==> config.mk <==
export PLATFORM = sky130hd
export DESIGN_NAME = mem_io_loader_flat
export DESIGN_NICKNAME = d
export VERILOG_FILES = /design/src/rtl/mem_io_loader_if.sv /design/src/rtl/mem_io_loader.sv /design/src/flat_wrapper.sv
export SDC_FILE = /design/constraint.sdc
export NUM_CORES = 1
export LEC_CHECK = 0
export CAP_MARGIN = 5
export CELL_PAD_IN_SITES_DETAIL_PLACEMENT = 1
export CELL_PAD_IN_SITES_GLOBAL_PLACEMENT = 1
export CORE_ASPECT_RATIO = 0.5
export CORE_MARGIN = 5
export CORE_UTILIZATION = 34
export DETAILED_ROUTE_END_ITERATION = 8
export GPL_TIMING_DRIVEN = 0
export PLACE_DENSITY_LB_ADDON = 0.15
export SKIP_CTS_REPAIR_TIMING = 1
export SYNTH_ARGS = -nofsm -noshare
export SYNTH_HDL_FRONTEND = slang
export SYNTH_SLANG_ARGS = --single-unit
==> constraint.sdc <==
create_clock -name clock -period 6.1 [get_ports clock]
set_input_delay 1.22 -clock clock [delete_from_list [all_inputs] [get_ports clock]]
set_output_delay 1.22 -clock clock [all_outputs]
set_load 0.02 [all_outputs]
==> src/rtl/mem_io_loader_if.sv <==
// Signal bundle between mem_io_loader and its surroundings: input byte stream,
// core memory write/read port, core control, output byte stream and status.
interface mem_io_loader_if;
  logic        in_valid;
  logic [7:0]  in_data;
  logic        in_last;
  logic        in_ready;

  logic        memEn;
  logic [31:0] memAddr;
  logic [31:0] memData;
  logic        memRdEn;
  logic [31:0] memRdAddr;
  logic [7:0]  memRdData;

  logic        coreReset;
  logic [31:0] pc;
  logic [31:0] a0;

  logic        out_valid;
  logic [7:0]  out_data;
  logic        out_last;
  logic        out_ready;

  logic        done;
  logic        timedOut;
  logic [31:0] retCode;

  // master: the loader itself
  modport master (
    input  in_valid, in_data, in_last, memRdData, pc, a0, out_ready,
    output in_ready, memEn, memAddr, memData, memRdEn, memRdAddr, coreReset,
           out_valid, out_data, out_last, done, timedOut, retCode
  );

  // slave: core, memory and stream endpoints around the loader
  modport slave (
    output in_valid, in_data, in_last, memRdData, pc, a0, out_ready,
    input  in_ready, memEn, memAddr, memData, memRdEn, memRdAddr, coreReset,
           out_valid, out_data, out_last, done, timedOut, retCode
  );
endinterface

==> src/rtl/mem_io_loader.sv <==
// Load/run/unload sequencer around the processor core: writes the input stream
// into core memory, releases the core, waits for halt, streams result bytes out.
module mem_io_loader #(
  parameter logic [31:0] DIN_ADDR     = 32'h3E00,
  parameter logic [31:0] DOUT_ADDR    = 32'h3F00,
  parameter int unsigned MAX_IO_SIZE  = 256,
  parameter logic [31:0] HALT_PC      = 32'h14,
  parameter int unsigned RESET_CYCLES = 2,
  parameter int unsigned TIMEOUT      = 100000
) (
  input logic             clock,
  input logic             reset,
  mem_io_loader_if.master bus
);

  localparam int unsigned IDX_W = $clog2(MAX_IO_SIZE);
  localparam int unsigned NB_W  = IDX_W + 1;
  localparam int unsigned CYC_W = $clog2(TIMEOUT + RESET_CYCLES + 1);

  localparam logic [IDX_W-1:0] IDX_LAST   = IDX_W'(MAX_IO_SIZE - 1);
  localparam logic [CYC_W-1:0] RST_LAST   = CYC_W'(RESET_CYCLES - 1);
  localparam logic [CYC_W-1:0] TMO_LAST   = CYC_W'(TIMEOUT - 1);
  localparam logic [31:0]      WORD_CLAMP = 32'(MAX_IO_SIZE / 4);

  typedef enum logic [2:0] {
    LOAD,
    CORE_RST,
    RUN,
    RD,
    SEND,
    DONE,
    TMO
  } state_t;

  state_t            state;
  logic [IDX_W-1:0]  idx;
  logic [IDX_W-1:0]  k;
  logic [NB_W-1:0]   nbytes;
  logic [CYC_W-1:0]  cyc;
  logic              rd_wait;

  logic              beat;
  logic              k_last;
  logic [NB_W-1:0]   halt_nbytes;

  assign bus.in_ready = (state == LOAD);
  assign beat         = bus.in_valid && (state == LOAD);
  assign k_last       = ({1'b0, k} == (nbytes - NB_W'(1)));

  // Output length in bytes: a0 words, clamped so it never exceeds the output region
  assign halt_nbytes = (bus.a0 >= WORD_CLAMP) ? NB_W'(MAX_IO_SIZE)
                                              : NB_W'(bus.a0 * 32'd4);

  always_ff @(posedge clock) begin
    if (!reset) begin
      state         <= LOAD;
      idx           <= '0;
      k             <= '0;
      nbytes        <= '0;
      cyc           <= '0;
      rd_wait       <= 1'b0;
      bus.memEn     <= 1'b0;
      bus.memAddr   <= '0;
      bus.memData   <= '0;
      bus.memRdEn   <= 1'b0;
      bus.memRdAddr <= '0;
      bus.coreReset <= 1'b1;
      bus.out_valid <= 1'b0;
      bus.out_data  <= '0;
      bus.out_last  <= 1'b0;
      bus.done      <= 1'b0;
      bus.timedOut  <= 1'b0;
      bus.retCode   <= '0;
    end else begin
      // Write and read strobes are single-cycle pulses
      bus.memEn   <= 1'b0;
      bus.memRdEn <= 1'b0;

      unique case (state)
        LOAD: begin
          if (beat) begin
            bus.memEn   <= 1'b1;
            bus.memAddr <= DIN_ADDR + 32'(idx);
            bus.memData <= {24'h0, bus.in_data};
            if (bus.in_last || (idx == IDX_LAST)) begin
              state <= CORE_RST;
              cyc   <= '0;
            end else begin
              idx <= idx + IDX_W'(1);
            end
          end
        end

        CORE_RST: begin
          if (cyc == RST_LAST) begin
            state         <= RUN;
            bus.coreReset <= 1'b0;
            cyc           <= '0;
          end else begin
            cyc <= cyc + CYC_W'(1);
          end
        end

        RUN: begin
          cyc <= cyc + CYC_W'(1);
          // Halt takes priority over a coincident timeout
          if (bus.pc == HALT_PC) begin
            bus.retCode <= bus.a0;
            nbytes      <= halt_nbytes;
            k           <= '0;
            if (halt_nbytes == '0) begin
              state         <= DONE;
              bus.done      <= 1'b1;
              bus.coreReset <= 1'b1;
            end else begin
              state         <= RD;
              rd_wait       <= 1'b0;
              bus.memRdEn   <= 1'b1;
              bus.memRdAddr <= DOUT_ADDR;
            end
          end else if (cyc == TMO_LAST) begin
            state         <= TMO;
            bus.timedOut  <= 1'b1;
            bus.coreReset <= 1'b1;
          end
        end

        RD: begin
          // First cycle issues the read, second captures the returned byte
          if (!rd_wait) begin
            rd_wait <= 1'b1;
          end else begin
            rd_wait       <= 1'b0;
            bus.out_data  <= bus.memRdData;
            bus.out_valid <= 1'b1;
            bus.out_last  <= k_last;
            state         <= SEND;
          end
        end

        SEND: begin
          if (bus.out_ready) begin
            bus.out_valid <= 1'b0;
            bus.out_last  <= 1'b0;
            if (k_last) begin
              state         <= DONE;
              bus.done      <= 1'b1;
              bus.coreReset <= 1'b1;
            end else begin
              k             <= k + IDX_W'(1);
              state         <= RD;
              bus.memRdEn   <= 1'b1;
              bus.memRdAddr <= DOUT_ADDR + 32'(k + IDX_W'(1));
            end
          end
        end

        DONE: begin
          bus.done      <= 1'b1;
          bus.coreReset <= 1'b1;
        end

        TMO: begin
          bus.timedOut  <= 1'b1;
          bus.coreReset <= 1'b1;
          bus.out_valid <= 1'b0;
        end

        default: begin
          state <= LOAD;
        end
      endcase
    end
  end

endmodule

==> src/flat_wrapper.sv <==
// flat-port wrapper written by rule: the top's interface ports become plain ports
module mem_io_loader_flat 
#(
  parameter logic [31:0] DIN_ADDR     = 32'h3E00,
  parameter logic [31:0] DOUT_ADDR    = 32'h3F00,
  parameter int unsigned MAX_IO_SIZE  = 256,
  parameter logic [31:0] HALT_PC      = 32'h14,
  parameter int unsigned RESET_CYCLES = 2,
  parameter int unsigned TIMEOUT      = 100000
)
  (clock, reset, bus_in_valid, bus_in_data, bus_in_last, bus_memRdData, bus_pc, bus_a0, bus_out_ready, bus_in_ready, bus_memEn, bus_memAddr, bus_memData, bus_memRdEn, bus_memRdAddr, bus_coreReset, bus_out_valid, bus_out_data, bus_out_last, bus_done, bus_timedOut, bus_retCode);
  mem_io_loader_if bus_i ();
  input logic clock;
  input logic reset;
  input wire logic [$bits(bus_i.in_valid)-1:0] bus_in_valid;
  input wire logic [$bits(bus_i.in_data)-1:0] bus_in_data;
  input wire logic [$bits(bus_i.in_last)-1:0] bus_in_last;
  input wire logic [$bits(bus_i.memRdData)-1:0] bus_memRdData;
  input wire logic [$bits(bus_i.pc)-1:0] bus_pc;
  input wire logic [$bits(bus_i.a0)-1:0] bus_a0;
  input wire logic [$bits(bus_i.out_ready)-1:0] bus_out_ready;
  output wire logic [$bits(bus_i.in_ready)-1:0] bus_in_ready;
  output wire logic [$bits(bus_i.memEn)-1:0] bus_memEn;
  output wire logic [$bits(bus_i.memAddr)-1:0] bus_memAddr;
  output wire logic [$bits(bus_i.memData)-1:0] bus_memData;
  output wire logic [$bits(bus_i.memRdEn)-1:0] bus_memRdEn;
  output wire logic [$bits(bus_i.memRdAddr)-1:0] bus_memRdAddr;
  output wire logic [$bits(bus_i.coreReset)-1:0] bus_coreReset;
  output wire logic [$bits(bus_i.out_valid)-1:0] bus_out_valid;
  output wire logic [$bits(bus_i.out_data)-1:0] bus_out_data;
  output wire logic [$bits(bus_i.out_last)-1:0] bus_out_last;
  output wire logic [$bits(bus_i.done)-1:0] bus_done;
  output wire logic [$bits(bus_i.timedOut)-1:0] bus_timedOut;
  output wire logic [$bits(bus_i.retCode)-1:0] bus_retCode;
  assign bus_i.in_valid = bus_in_valid;
  assign bus_i.in_data = bus_in_data;
  assign bus_i.in_last = bus_in_last;
  assign bus_i.memRdData = bus_memRdData;
  assign bus_i.pc = bus_pc;
  assign bus_i.a0 = bus_a0;
  assign bus_i.out_ready = bus_out_ready;
  assign bus_in_ready = bus_i.in_ready;
  assign bus_memEn = bus_i.memEn;
  assign bus_memAddr = bus_i.memAddr;
  assign bus_memData = bus_i.memData;
  assign bus_memRdEn = bus_i.memRdEn;
  assign bus_memRdAddr = bus_i.memRdAddr;
  assign bus_coreReset = bus_i.coreReset;
  assign bus_out_valid = bus_i.out_valid;
  assign bus_out_data = bus_i.out_data;
  assign bus_out_last = bus_i.out_last;
  assign bus_done = bus_i.done;
  assign bus_timedOut = bus_i.timedOut;
  assign bus_retCode = bus_i.retCode;
  mem_io_loader #(.DIN_ADDR(DIN_ADDR), .DOUT_ADDR(DOUT_ADDR), .MAX_IO_SIZE(MAX_IO_SIZE), .HALT_PC(HALT_PC), .RESET_CYCLES(RESET_CYCLES), .TIMEOUT(TIMEOUT)) u_core (.clock(clock), .reset(reset), .bus(bus_i));
endmodule
==> reports/metrics.cfg, run 1 <==
[die]
dieWidth_um = 196.1
core_area_um2 = 17190
start_util = 0.3425
rows = 34
ioPinCount = 229
dieArea_um2 = 20210
die_y_um = 103.0

[synth]
ys_top_cells_by_count = nand2_1, dfxtp_1, a21oi_1
synthMostInstantiatedCell = nand2_1
yosys.area.top_type_share = 0.4013
syn_area_um2 = 5887
synth.area.top_cells = dfxtp_1, nand2_1, buf_4
yosysSeqAreaShare = 0.4013
avgSynthCellArea_um2 = 7.881
ys_ff_latch = 118
ys.flop_type = dfxtp_1
yosysTopAreaCell = dfxtp_1
synth_edf_count = 0
yosys_warnings = 0
synth_cells = 747
ys_async_sr_fraction = 0
ys_types = 58

[clock_network]
cts.sinks = 118
cts_buffers = 17
clk_pin_slew_worst_paths_ns = 0.06
clk_path_buf_depth = 2
cts_tree = built
clock_latency_ns = 0.42
cts_htree_levels = 4
root_buffer = clkbuf_16

[sta]
hold_viol_final = 0
slew_headroom = 0.3203
max_freq_mhz = 266.8
fin_crit_sh = 0.6143
rsz0062_at_grt = no
tns_ns = 0
finalSetupViolCount = 0
fin_skew_ns = 0.01246
slew_violations = 0
post-route-min-period_ns = 3.747
tightest_slew_ns = 1.011

[drt]
wl_um = 20380
drt-initial-drc-count = 158
detail-route-antenna-nets = 0
wl_per_cell_um = 16.45
drc_errors = 0
drt-vias-per-instance = 4.782
vias = 5925
dr.pass1.iters = 4

[global_route]
grt_pass1_wl_um = 32260
grt_usage = 0.2010
grt_pass1_vias = 6098
grt_remaining_overflow = 0
grt_max_degree = 17
antenna_found_initial = 1

[placed_design]
dpl_cell_area_um2 = 8073
portBuffers = 167
place.gp.congestion = 0.8607
dp_hpwl_um = 15690
dp.cells = 1207

[hold_path]
min_path_type = register to register

[power]
peakVddDrop_mv = 0.1875
p_leak_nw = 3.194
finalPower_mw = 2.378
pwr_density_cell_nw_per_um2 = 275.3

[cells_and_area]
stdcell_count = 1239
drive_gt1_frac = 0.1194
fillers = 2074
multi_input_area_um2 = 3008
seqCellArea_um2 = 2362
syn2layout_area_growth_pct = 46.72
design_area_um2 = 8637
insertedDiodeCount = 0
final_nets = 1082
utilization = 0.5025

[critical_path]
path_class = input port to register
arrival_ns = 4.03
endpoint_kind = register
required_ns = 6.38
crit_fanout = 10
critPathLaunchType = input port

[status]
status = finished, final reports clean

[flow_run]
max_cap_violations = 0

-- cell usage in the layout (no fill, tap or decap), types with 5 or more instances in the layout --
cell	Yosys	final
xnor2_1	13	13
nor2b_1	6	6
or4_1	5	5
o21ai_0	15	15
o211ai_1	6	6
nor3b_1	6	6
dfxtp_1	118	118
nand4_1	12	12
conb_1	1	60
buf_2	5	5
clkinvlp_4	0	5
clkdlybuf4s50_1	0	167
or3_1	11	11
nor3_1	13	13
nor2_1	39	39
a31oi_1	8	8
a21oi_1	84	84
nor4_1	20	20
clkbuf_1	35	36
inv_1	9	9
nand2_1	151	151
nand3_1	31	31
and3_1	6	6
buf_4	69	69
clkbuf_16	0	17
ha_1	5	5
o21a_1	5	5
xor2_1	17	17
and2_1	5	5
mux2i_1	5	5
-- logic make-up after synthesis --
logic type               count (synthesis)  synth area share
multiplexers                             5          0.008502
AND/OR/NAND/NOR                        318            0.2559
flip-flops                             118            0.4013
adder cells (fa/ha/maj)                  5           0.01063
buffers and inverters                  122            0.1254
XOR/XNOR                                30           0.04463
other                                    1         0.0006370
AO/OA/AOI/OAI                          148            0.1530
-- report_power, final --
group / leakage [nW] / switching, mW / internal (mW) / total (mW)
sequential: 0.953 / 0.0311 / 0.803 / 0.834
clock: 0.263 / 0.401 / 0.575 / 0.976
combinational: 1.98 / 0.329 / 0.239 / 0.568
total: 3.19 / 0.761 / 1.62 / 2.38
-- flip-flops by register name, summed over array words and instances, names as in the netlist, 3 cells and up --
name                  cells
u_core.bus.memAddr        9
u_core.bus.memData        8
u_core.bus.memRdAddr     10
u_core.bus.out_data       8
u_core.bus.retCode       32
u_core.cyc               17
u_core.idx                8
u_core.k                  8
u_core.nbytes             7
u_core.state              3
-- worst max-delay path, stage by stage --
cell	delay (ns)
clkdlybuf4s50_1	0.53
nand4_1	0.11
o211ai_1	0.49
nand2_1	0.19
o31ai_1	0.89
clkbuf_1	0.48
nor2_1	0.10
-- stage by stage --
step           hold slack [ns]  worst slack (ns)
2_1_floorplan           0.4416             3.006
3_3_place_gp            0.4412             1.956
3_5_place_dp            0.4490             1.894
4_1_cts                 0.4566             2.349
5_1_grt                 0.4744             2.042
6_report                0.4544             2.353
-- per-layer routing --
metal / up-vias / track usage / share of wire
li1: 2941 / - / -
met1: 2814 / 0.2381 / 0.44
met2: 144 / 0.3487 / 0.47
met3: 24 / 0.07770 / 0.078
met4: 2 / 0.05147 / 0.011
met5: - / 0 / 0.00064
-- cell type report --
| cell class | instances | share of cell area |
|---|---|---|
| tap | 234 | 0.03390 |
| clock buffer | 19 | 0.05128 |
| clock inverter | 13 | 0.01405 |
| multi-input combinational | 566 | 0.3483 |
| buffer | 112 | 0.08112 |
| timing repair buffer | 167 | 0.1935 |
| sequential | 118 | 0.2735 |
| inverter | 10 | 0.004346 |
-- final timing paths --
path	from	endpoint	slack, ns	depth (start not counted)
max	bus_in_valid	u_core.cyc[14]	2.35	7
min	u_core.bus.memData[3]	u_core.bus.memData[3]	0.45	2
max reg2reg	u_core.idx[0]	u_core.cyc[14]	2.99	7
min reg2reg	u_core.bus.memData[3]	u_core.bus.memData[3]	0.45	2
Note: power is estimated with default switching activity, not from simulation.
==> inputs of run 2 (changes only) <==
CORE_UTILIZATION = 31   (was 34)
clock period = 3.92 ns   (was 6.1 ns; I/O delays follow)
==> reports/metrics.cfg, run 2 (synthesized netlist as in run 1, its figures left out) <==
[cells_and_area]
insertedDiodeCount = 0  ; unchanged
seqCellArea_um2 = 2362  ; unchanged
syn2layout_area_growth_pct = 47.42
layout_common_cells = clkdlybuf4s50_1, nand2_1, dfxtp_1, a21oi_1, buf_4
drive_gt1_frac = 0.1204  ; +0.0009950
largest-register = u_core.bus.retCode
reg_top3 = u_core.bus.retCode x32, u_core.cyc x17, u_core.bus.memRdAddr x10
multi_input_area_um2 = 3008  ; unchanged
final_nets = 1082  ; unchanged
largest_reg_flops = 32  ; unchanged
layout_commonest_cell = clkdlybuf4s50_1
stdcell_count = 1264  ; +2.0%
fillers = 2254  ; +8.7%

[clock_network]
root_buffer = clkbuf_16
clock_latency_ns = 0.42  ; about the same
cts_htree_levels = 4  ; unchanged
cts_tree = built
clk_path_buf_depth = 2  ; unchanged
cts.sinks = 118  ; unchanged
clk_pin_slew_worst_paths_ns = 0.06  ; about the same
cts_buffers = 17  ; unchanged

[flow_run]
max_cap_violations = 0  ; unchanged

[global_route]
antenna_found_initial = 0  ; -1
grt_pass1_wl_um = 33020  ; +2.4%
grt_usage = 0.1871  ; -0.01396
grt_remaining_overflow = 0  ; unchanged
grt_max_degree = 17  ; unchanged
grt_pass1_vias = 6271  ; +2.8%

[power]
peakVddDrop_mv = 0.2585  ; +38%
p_leak_nw = 3.200  ; +0.19%
swShare = 0.3170  ; -0.003080
finalPower_mw = 3.709  ; +56%
pwr_density_cell_nw_per_um2 = 427.4  ; +55%
switchingPower_mw = 1.176  ; +54%
pwr-share-comb = 0.240  ; about the same
seqPwrFrac = 0.350  ; about the same
power_frac_clock = 0.410  ; about the same
p_int_mw = 2.533  ; +57%

[die]
rows = 35  ; +2.9%
dieWidth_um = 204.9  ; +4.5%
start_util = 0.3178  ; -0.02473
ioPinCount = 229  ; unchanged
dieArea_um2 = 22010  ; +8.9%
core_area_um2 = 18520  ; +7.8%
die_y_um = 107.4  ; +4.3%

[critical_path]
crit_fanout = 10  ; unchanged
critPathLaunchType = input port
crit_slowest_cell = o31ai_1
required_ns = 4.20  ; -2.18 ns
cp_cell_sequence = clkdlybuf4s50_1, nand4_1, o211ai_1, nand2_1, o31ai_1, clkbuf_1, nor2_1
crit_path_start = bus_in_valid
reg2reg_to = u_core.cyc[2]
rrSetupSlack_ns = 0.82  ; -2.17 ns
r2r_cells = 7  ; unchanged
endpoint_kind = register
cp_num_cells = 7  ; unchanged
cp_num_buf_inv = 2  ; unchanged
rr_startpoint = u_core.idx[0]
endpoint = u_core.cyc[2]
path_class = input port to register
slowest_delay_ns = 0.92  ; +0.03 ns
arrival_ns = 3.61  ; -0.42 ns
cpLargestDelayFamily = compound AO/OA/AOI/OAI gates

[status]
status = finished, final reports clean

[sta]
hold_viol_final = 0  ; unchanged
tightest_slew_ns = 1.064  ; +0.05306 ns
fin_skew_ns = 0.01123  ; -0.001223 ns
finalSetupViolCount = 0  ; unchanged
fin_crit_sh = 0.8502
rsz0062_at_grt = no
post-route-min-period_ns = 3.333
slew_violations = 0  ; unchanged
max_freq_mhz = 300.0
slew_headroom = 0.2847  ; -0.03568
tns_ns = 0  ; unchanged

[placed_design]
dp_hpwl_um = 15910  ; +1.4%
dp.cells = 1232  ; +2.1%
portBuffers = 167  ; unchanged
place.gp.congestion = 0.8220  ; -4.5%

[drt]
dr.pass1.iters = 4  ; unchanged
detail-route-antenna-nets = 0  ; unchanged
vias = 5920  ; -0.084%
drc_errors = 0  ; unchanged
drt-vias-per-instance = 4.684  ; -2.1%
wl_um = 20340  ; -0.17%
wl_per_cell_um = 16.09  ; -2.1%
drt-initial-drc-count = 246  ; +56%

[hold_path]
min_path_type = register to register

-- run 2: metrics by stage --
stage / setup WS [ns] / hold WS, ns / area (um2) / util
after floorplan: 1.262 / 0.4416 / 6108 / -
after global routing: 0.2971 / 0.4731 / 8678 / 0.4685
after CTS: 0.5066 / 0.4547 / 8678 / 0.4685
after global placement: 0.1326 / 0.4420 / 8104 / 0.4375
final: 0.5872 / 0.4547 / 8678 / 0.4685
after detailed placement: 0.07677 / 0.4458 / 8104 / 0.4375
-- run 2: worst register-to-register path, cell delays in order, from the launching register on --
cell      delay [ns]
dfxtp_1         0.40
ha_1            0.28
nand4_1         0.14
o211ai_1        0.45
nand2_1         0.20
o31ai_1         0.92
clkbuf_1        0.47
nor2_1          0.11
-- run 2: area by class of cell --
cell class | instances | share of cell area
plain buffers | 112 | 0.08074
clock buffers | 19 | 0.05219
clock inverters | 13 | 0.01398
inverters | 10 | 0.004325
multi-input cells | 566 | 0.3466
flip-flops and latches | 118 | 0.2722
well taps | 259 | 0.03734
repair buffers | 167 | 0.1926
-- run 2: worst min path at each step --
stage | startpoint | end | depth (start not counted)
floorplan | u_core.nbytes[7] | u_core.nbytes[7] | 2
global placement | u_core.bus.retCode[23] | u_core.bus.retCode[23] | 2
detailed placement | u_core.bus.memAddr[0] | u_core.bus.memAddr[0] | 2
CTS | u_core.bus.memAddr[0] | u_core.bus.memAddr[0] | 2
global route | u_core.bus.retCode[26] | u_core.bus.retCode[26] | 2
finish | u_core.bus.memAddr[0] | u_core.bus.memAddr[0] | 2
-- run 2: layer usage --
layer / part of all wire / global-route usage
met2: 0.47 / 0.3132
met4: 0.0099 / 0.04298
met3: 0.079 / 0.07194
met5: 0 / 0
met1: 0.44 / 0.2292
-- run 2: power groups by stage --
stage                     combinational, mW  clock (mW)  sequential, mW
final                                 0.889        1.52            1.30
after floorplan                       0.521           0            1.35
after global placement                0.873           0            1.32
after global routing                  0.970        1.61            1.31
after CTS                             0.890        1.55            1.30
after detailed placement              0.886           0            1.32
